--- src/rtl/alu_pipe_param.sv ---
// Two-stage pipelined signed ALU with flags, LED indicator and
// optional sign-magnitude presentation of add/sub results.
module alu_pipe_param #(
  parameter int WIDTH = 4
) (
  input  logic             clk,
  input  logic             rst,
  input  logic             in_valid,
  output logic             in_ready,
  input  logic [2:0]       func,
  input  logic [WIDTH-1:0] a,
  input  logic [WIDTH-1:0] b,
  input  logic             sm_mode,
  output logic             out_valid,
  input  logic             out_ready,
  output logic [WIDTH-1:0] result,
  output logic             flag_ovf,
  output logic             flag_zero,
  output logic             flag_neg,
  output logic             out_led
);

  localparam logic [WIDTH-1:0] MINV = {1'b1, {(WIDTH-1){1'b0}}};

  logic             v1_q;
  logic [WIDTH-1:0] a_q;
  logic [WIDTH-1:0] b_q;
  logic [2:0]       f_q;
  logic             sm_q;
  logic             adv;

  logic [WIDTH-1:0] sum_d;
  logic [WIDTH-1:0] dif_d;
  logic [WIDTH-1:0] t_d;
  logic [WIDTH-1:0] neg_d;
  logic [WIDTH-1:0] res_d;
  logic             ovf_d;
  logic             led_d;
  logic             arith_d;

  assign adv      = !out_valid || out_ready;
  assign in_ready = adv;

  always_comb begin
    sum_d = a_q + b_q;
    dif_d = a_q - b_q;
    t_d   = '0;
    ovf_d = 1'b0;
    unique case (f_q)
      3'b000: begin
        t_d   = sum_d;
        ovf_d = (a_q[WIDTH-1] == b_q[WIDTH-1]) &&
                (sum_d[WIDTH-1] != a_q[WIDTH-1]);
      end
      3'b001: begin
        t_d   = dif_d;
        ovf_d = (a_q[WIDTH-1] != b_q[WIDTH-1]) &&
                (dif_d[WIDTH-1] != a_q[WIDTH-1]);
      end
      3'b010: t_d = ~a_q;
      3'b011: t_d = a_q & b_q;
      3'b100: t_d = a_q | b_q;
      3'b101: t_d = a_q ^ b_q;
      // true signed compare, immune to a-b wraparound
      3'b110: t_d = {{(WIDTH-1){1'b0}},
                     $signed(a_q) < $signed(b_q)};
      3'b111: t_d = {{(WIDTH-1){1'b0}}, a_q == b_q};
    endcase

    arith_d = (f_q[2:1] == 2'b00);
    neg_d   = -t_d;
    res_d   = t_d;
    if (sm_q && arith_d && t_d[WIDTH-1]) begin
      if (t_d == MINV) begin
        res_d = '1;
        ovf_d = 1'b1;
      end else begin
        res_d = {1'b1, neg_d[WIDTH-2:0]};
      end
    end

    if (arith_d)
      led_d = t_d[WIDTH-1];
    else if (f_q[2:1] == 2'b11)
      led_d = t_d[0];
    else
      led_d = 1'b0;
  end

  always_ff @(posedge clk) begin
    if (!rst) begin
      v1_q      <= 1'b0;
      out_valid <= 1'b0;
      result    <= '0;
      flag_ovf  <= 1'b0;
      flag_zero <= 1'b0;
      flag_neg  <= 1'b0;
      out_led   <= 1'b0;
    end else if (adv) begin
      v1_q      <= in_valid;
      out_valid <= v1_q;
      if (v1_q) begin
        result    <= res_d;
        flag_ovf  <= ovf_d;
        flag_zero <= (t_d == '0);
        flag_neg  <= t_d[WIDTH-1];
        out_led   <= led_d;
      end
    end
  end

  // operand capture needs no reset: v1_q qualifies it
  always_ff @(posedge clk) begin
    if (in_valid && adv) begin
      a_q  <= a;
      b_q  <= b;
      f_q  <= func;
      sm_q <= sm_mode;
    end
  end

endmodule
--- config.mk ---
export PLATFORM = sky130hd
export DESIGN_NAME = alu_pipe_param
export DESIGN_NICKNAME = d
export VERILOG_FILES = /design/src/rtl/alu_pipe_param.sv
export SDC_FILE = /design/constraint.sdc
export NUM_CORES = 1
export LEC_CHECK = 0
export CORE_MARGIN = 2
export CORE_UTILIZATION = 35
export CTS_CLUSTER_DIAMETER = 40
export CTS_CLUSTER_SIZE = 24
export DETAILED_ROUTE_END_ITERATION = 12
export GPL_TIMING_DRIVEN = 0
export SLEW_MARGIN = 30
export SYNTH_ARGS = -nofsm -noshare
export SYNTH_HDL_FRONTEND = slang
export SYNTH_SLANG_ARGS = --single-unit
export TNS_END_PERCENT = 10
--- constraint.sdc ---
create_clock -name clk -period 3.15 [get_ports clk]
set_input_delay 0.315 -clock clk [delete_from_list [all_inputs] [get_ports clk]]
set_output_delay 0.315 -clock clk [all_outputs]
set_load 0.005 [all_outputs]
# == Yosys cells after proc, flatten, opt, wreduce, memory -nomap -nowiden ==
# Index checks and enable logic that the tools add are counted.
# W data, S select, Z words.
# word_totals
ff_bits,22
in_bits,16
out_inout_bits,10
# op_classes
n_addsub,3
magnitude_cmp,1
eq_ne,14
n_mux,8
n_bitwise,4
n_reduce_logical,11
# ops
operator,n
$pmux W4 S8,1
$eq A3 B3 Y1 const B,4
$eq A3 B2 Y1 const B,2
$logic_and A1 B1 Y1,5
$add A4 B4 Y4,1
$and A4 B4 Y4,1
$eq A4 B4 Y1,1
$eq A4 B4 Y1 const B,1
$logic_not A4 Y1,1
$lt A4 B4 Y1,1
$mux W1,4
$mux W4,1
$not A4 Y4,1
$or A4 B4 Y4,1
$sub A4 B4 Y4,1
$xor A4 B4 Y4,1
$eq A3 B1 Y1 const B,1
$logic_not A3 Y1,1
$mux W3,1
$ne A1 B1 Y1,3
$neg A3 Y3,1
$eq A2 B2 Y1 const B,1
$logic_not A2 Y1,1
$pmux W1 S2,1
4 further kinds,4

# == Logic depth before layout (Yosys ltp) ==
# logic_depth
depth_word,6
depth_mapped,12
ltp_nobuf,12

# == Worst setup path before layout ==
# No wires, ideal clock.
# synth_path
path_type,reg2reg
from,register a_q[3]
to,register result[1]
setup_ns,0.067
t_arrival_ns,2.381
required_ns,3.083
path_slack_ns,0.702
stages_incl_launch_ff,12
path_cell_list,edfxtp_1 inv_1 ha_1 buf_4 or4_1 a21oi_1 or3_1 inv_1 ha_1 a21oi_1 mux2_4 o21ai_2
# synth_between
elab_chain_cells,5
elab_cells_between_ends,14
# synth_lines
item,line_no,text
"start, declared",26,logic [WIDTH-1:0] a_q;
"start signal, assigned",115,a_q <= a;
"$lt A4 B4 Y1, or another cell as far along",66,$signed(a_q) < $signed(b_q)};
$pmux W4 S8 (*),49,unique case (f_q)
$neg A3 Y3 / $eq A4 B4 Y1 (equally long branches),"71, 74",
$mux W3,74,if (t_d == MINV) begin
$mux W4 (*),73,if (sm_q && arith_d && t_d[WIDTH-1]) begin
"end signal, assigned",103,result <= res_d;
"end, declared",16,"output logic [WIDTH-1:0] result,"
# Every way passes the cells marked *; elsewhere a longest branch is shown, timed or not.
# A chain may end at the register's enable or synchronous reset.

# == Worst setup path after layout ==
# Same ends and word-level chain as after synthesis.

==> impl_metrics.prom <==
# TYPE chip_impl_metric gauge
chip_impl_metric{name="buffer_ports.inserted",unit=""} 24
chip_impl_metric{name="cts_made_buffers",unit=""} 3
chip_impl_info{name="synth_ff_type",value="sky130_fd_sc_hd__edfxtp_1"} 1
chip_impl_metric{name="cap_viol_max_count",unit=""} 0
chip_impl_metric{name="path_max_fanout",unit=""} 8
chip_impl_metric{name="cts.htree.levels",unit=""} 1
chip_impl_metric{name="die_boundary_width",unit="µm"} 67.2
chip_impl_metric{name="synthCells",unit=""} 141
chip_impl_metric{name="global_placer_s_final_weighted_congestion",unit=""} 0.836
chip_impl_info{name="run_status",value="completed"} 1
chip_impl_metric{name="cp_data_arrival_time",unit="ns"} 2.85
chip_impl_metric{name="grt_remaining_overflow",unit=""} 0
chip_impl_metric{name="tritoncts_sink_count",unit=""} 21
chip_impl_info{name="worstSetupStartpointType",value="flop"} 1
chip_impl_metric{name="cts_setup_buffers",unit=""} 0
chip_impl_metric{name="cell_internal_pwr",unit="mW"} 0.488
chip_impl_metric{name="groute.usage.overall",unit=""} 0.138
chip_impl_metric{name="synth.cell_area",unit="mm²"} 0.00140
chip_impl_metric{name="routedLengthMet1",unit="mm"} 1.26
chip_impl_info{name="highest_layer",value="met4"} 1
chip_impl_metric{name="drt_wl_total",unit="mm"} 2.74
chip_impl_metric{name="worst_pin_slew",unit="ns"} 0.601
chip_impl_metric{name="report.power.total",unit="mW"} 0.675
chip_impl_metric{name="dr.first_iter.drc_count",unit=""} 36
chip_impl_info{name="worst_hold_path_type",value="in -> reg"} 1
chip_impl_metric{name="worst-endpoint-required",unit="ns"} 3.35
chip_impl_metric{name="synthesis.area_per_instance",unit="µm²"} 9.93
chip_impl_metric{name="layout.nets",unit=""} 201
chip_impl_metric{name="clk-insertion-delay-late",unit="ns"} 0.26
chip_impl_metric{name="clock_power_share",unit=""} 0.262
chip_impl_metric{name="met3_length",unit="µm"} 63
chip_impl_metric{name="synth_seq_cells",unit=""} 21
chip_impl_metric{name="clock_tree.buffer_depth",unit=""} 2
chip_impl_metric{name="die-area",unit="mm²"} 0.00452
chip_impl_metric{name="grt_pass1_wl",unit="mm"} 4.56
chip_impl_metric{name="hpwl",unit="mm"} 2.11
chip_impl_metric{name="psw",unit="mW"} 0.187
chip_impl_metric{name="finalSetupViolCount",unit=""} 0
chip_impl_metric{name="synth.yosys.warnings",unit=""} 0
chip_impl_metric{name="pin_count_of_the_biggest_net_entering_global_routing",unit=""} 14
chip_impl_metric{name="synthArstFlopShare",unit=""} 0
chip_impl_metric{name="min_period_over_period",unit=""} 0.841
chip_impl_metric{name="drive_gt1_frac",unit=""} 0.107
chip_impl_metric{name="synth_edf_count",unit=""} 12
chip_impl_metric{name="power.ir.vdd_worst",unit="mV"} 0.233
chip_impl_metric{name="met2RoutedLength",unit="mm"} 1.36
chip_impl_metric{name="drt_pass1_iterations",unit=""} 4
chip_impl_metric{name="die-height",unit="µm"} 67.2
chip_impl_metric{name="p_leak",unit="nW"} 0.692
chip_impl_metric{name="comb_power_share",unit=""} 0.261
chip_impl_metric{name="finalHoldViolations",unit=""} 0
chip_impl_metric{name="power_density",unit="mW/mm²"} 387
chip_impl_metric{name="mappedNetlistNets",unit=""} 172
chip_impl_metric{name="avgRoutedWirePerCell",unit="µm"} 12.6
chip_impl_metric{name="timing.setup.tns",unit="ns"} 0
chip_impl_info{name="root_buffer",value="sky130_fd_sc_hd__clkbuf_8"} 1
chip_impl_metric{name="drt-vias-per-instance",unit=""} 5.02
chip_impl_metric{name="netlist-cell-type-count",unit=""} 49
chip_impl_metric{name="drcViolationCount",unit=""} 0
chip_impl_metric{name="first_global_vias",unit=""} 1029
chip_impl_metric{name="core_area",unit="mm²"} 0.00374
chip_impl_info{name="critPathCaptureType",value="flop"} 1
chip_impl_metric{name="post_cts_resized",unit=""} 0
chip_impl_info{name="rsz0062_at_grt",value="false"} 1
chip_impl_metric{name="synth_sequential_area_ratio",unit=""} 0.386
chip_impl_metric{name="postLayoutCoreUtil",unit=""} 0.466
chip_impl_metric{name="relSlewSlack",unit=""} 0.600
chip_impl_metric{name="cts.hold.buffers_added",unit=""} 0
chip_impl_metric{name="vias",unit=""} 1089
chip_impl_metric{name="clock_skew",unit="ns"} 0.00222
chip_impl_info{name="tritoncts",value="done"} 1
chip_impl_metric{name="clk_pin_slew_worst_paths",unit="ns"} 0.07
chip_impl_metric{name="report.final.slew_viol_count",unit=""} 0
chip_impl_metric{name="floorplan_row_count",unit=""} 22
chip_impl_info{name="critical_path_class",value="reg -> reg"} 1
chip_impl_metric{name="antenna_cells",unit=""} 0
chip_impl_metric{name="power.share.sequential",unit=""} 0.478
chip_impl_metric{name="final_period_minus_worst_setup_slack",unit="ns"} 2.65
chip_impl_metric{name="areaGrowthSynthToFinish",unit="%"} 24.7
chip_impl_metric{name="start_util",unit=""} 0.374
chip_impl_metric{name="max_freq",unit="MHz"} 378
chip_impl_metric{name="num_io_pins",unit=""} 26
chip_impl_metric{name="ant_nets",unit=""} 0
chip_impl_metric{name="power_switching_share",unit=""} 0.277
chip_impl_metric{name="antenna_found_initial",unit=""} 0
chip_impl_metric{name="hold-worst-slack",unit="ns"} 0.433
[area by class of cell]
| cell class | instances | area, µm² |
|---|---|---|
| tap | 48 | 60.1 |
| inverter | 12 | 45.0 |
| sequential | 21 | 541 |
| timing repair buffer | 24 | 240 |
| clock buffer | 4 | 45.0 |
| multi-input combinational | 100 | 764 |
| buffer | 8 | 50.0 |
| fill | 377 | 2000 |
[kinds of logic after synthesis]
family          after synthesis  share of synthesized area
xor+xnor                      4                     0.0304
mux                           3                     0.0277
buf+inv                      20                     0.0679
flops                        21                      0.386
simple gates                 39                      0.145
compound gates               39                      0.198
fa+ha+maj                    15                      0.145
[layout by cell type, fill, tap and decap left out, types with 2 or more instances in the layout]
cell	n
sky130_fd_sc_hd__a21oi_1	8
sky130_fd_sc_hd__o22ai_1	2
sky130_fd_sc_hd__clkdlybuf4s50_1	24
sky130_fd_sc_hd__o31ai_1	2
sky130_fd_sc_hd__clkbuf_8	3
sky130_fd_sc_hd__nand3_1	3
sky130_fd_sc_hd__xnor2_1	3
sky130_fd_sc_hd__ha_1	13
sky130_fd_sc_hd__fa_1	2
sky130_fd_sc_hd__o21ai_0	6
sky130_fd_sc_hd__inv_1	11
sky130_fd_sc_hd__nor2b_1	4
sky130_fd_sc_hd__edfxtp_1	12
sky130_fd_sc_hd__nand2b_1	2
sky130_fd_sc_hd__buf_4	5
sky130_fd_sc_hd__nor2_1	9
sky130_fd_sc_hd__a21boi_0	3
sky130_fd_sc_hd__and2_1	3
sky130_fd_sc_hd__dfxtp_1	9
sky130_fd_sc_hd__nand2_1	9
sky130_fd_sc_hd__a31oi_1	2
sky130_fd_sc_hd__nand3b_1	2
sky130_fd_sc_hd__o21ai_1	2
sky130_fd_sc_hd__clkbuf_1	3
[Yosys cell counts, types with 2 or more instances]
cell type | n | area, µm²
sky130_fd_sc_hd__a21oi_1 | 8 | 40.0
sky130_fd_sc_hd__nand2b_1 | 2 | 12.5
sky130_fd_sc_hd__fa_1 | 2 | 40.0
sky130_fd_sc_hd__a31oi_1 | 2 | 12.5
sky130_fd_sc_hd__edfxtp_1 | 12 | 360
sky130_fd_sc_hd__xnor2_1 | 3 | 26.3
sky130_fd_sc_hd__nand3b_1 | 2 | 15.0
sky130_fd_sc_hd__o21ai_0 | 6 | 30.0
sky130_fd_sc_hd__buf_4 | 5 | 37.5
sky130_fd_sc_hd__ha_1 | 13 | 163
sky130_fd_sc_hd__nand3_1 | 3 | 15.0
sky130_fd_sc_hd__clkbuf_1 | 2 | 7.51
sky130_fd_sc_hd__inv_1 | 11 | 41.3
sky130_fd_sc_hd__nor2_1 | 9 | 33.8
sky130_fd_sc_hd__o31ai_1 | 2 | 15.0
sky130_fd_sc_hd__o21ai_1 | 2 | 10.0
sky130_fd_sc_hd__and2_1 | 3 | 18.8
sky130_fd_sc_hd__o22ai_1 | 2 | 12.5
sky130_fd_sc_hd__nand2_1 | 9 | 33.8
sky130_fd_sc_hd__nor2b_1 | 4 | 25.0
sky130_fd_sc_hd__dfxtp_1 | 9 | 180
sky130_fd_sc_hd__a21boi_0 | 3 | 22.5
[sequential cells by signal (all words and copies together), names as in the netlist]
name	cells
out_led	1
b_q	4
flag_zero	1
a_q	4
flag_ovf	1
v1_q	1
sm_q	1
result	4
out_valid	1
f_q	3
[worst max-delay path, cell delays in order (launching register included)]
cell and delay, ns:
sky130_fd_sc_hd__edfxtp_1 0.47, sky130_fd_sc_hd__inv_1 0.07, sky130_fd_sc_hd__ha_1 0.29, sky130_fd_sc_hd__buf_4 0.17, sky130_fd_sc_hd__or4_1 0.51, sky130_fd_sc_hd__a21oi_1 0.21, sky130_fd_sc_hd__or3_1 0.17, sky130_fd_sc_hd__inv_1 0.04
sky130_fd_sc_hd__ha_1 0.27, sky130_fd_sc_hd__a21oi_1 0.04, sky130_fd_sc_hd__mux2_4 0.27, sky130_fd_sc_hd__o21ai_2 0.09
[per-stage QoR]
| stage | instances | setup WS (ns) | area (µm²) |
|---|---|---|---|
| global route | 217 | 0.248 | 1750 |
| global placement | 213 | 0.518 | 1700 |
| floorplan | 141 | 0.702 | 1400 |
| finish | 217 | 0.501 | 1750 |
| CTS | 217 | 0.482 | 1750 |
| detailed placement | 213 | 0.501 | 1700 |
[worst paths after layout]
path         startpoint        end  slack, ns  depth (start not counted)
max              a_q[3]  result[1]       0.50                         11
min                 rst       v1_q       0.43                          2
max reg2reg      a_q[3]  result[1]       0.50                         11
min reg2reg   flag_zero  flag_zero       0.47                          2
[power groups by stage]
stage / clock network [mW] / logic (mW) / registers, mW
after detailed placement: 0 / 0.176 / 0.329
after CTS: 0.182 / 0.177 / 0.322
after global placement: 0 / 0.172 / 0.328
after floorplan: 0 / 0.118 / 0.327
after global routing: 0.200 / 0.195 / 0.325
final: 0.177 / 0.176 / 0.322
[routing by layer]
metal,up-vias,track usage
met5,-,0
met1,513,0.165
li1,554,-
met3,4,0.0200
met4,0,0.0842
met2,18,0.234
Power figures use the tool's default switching activity.
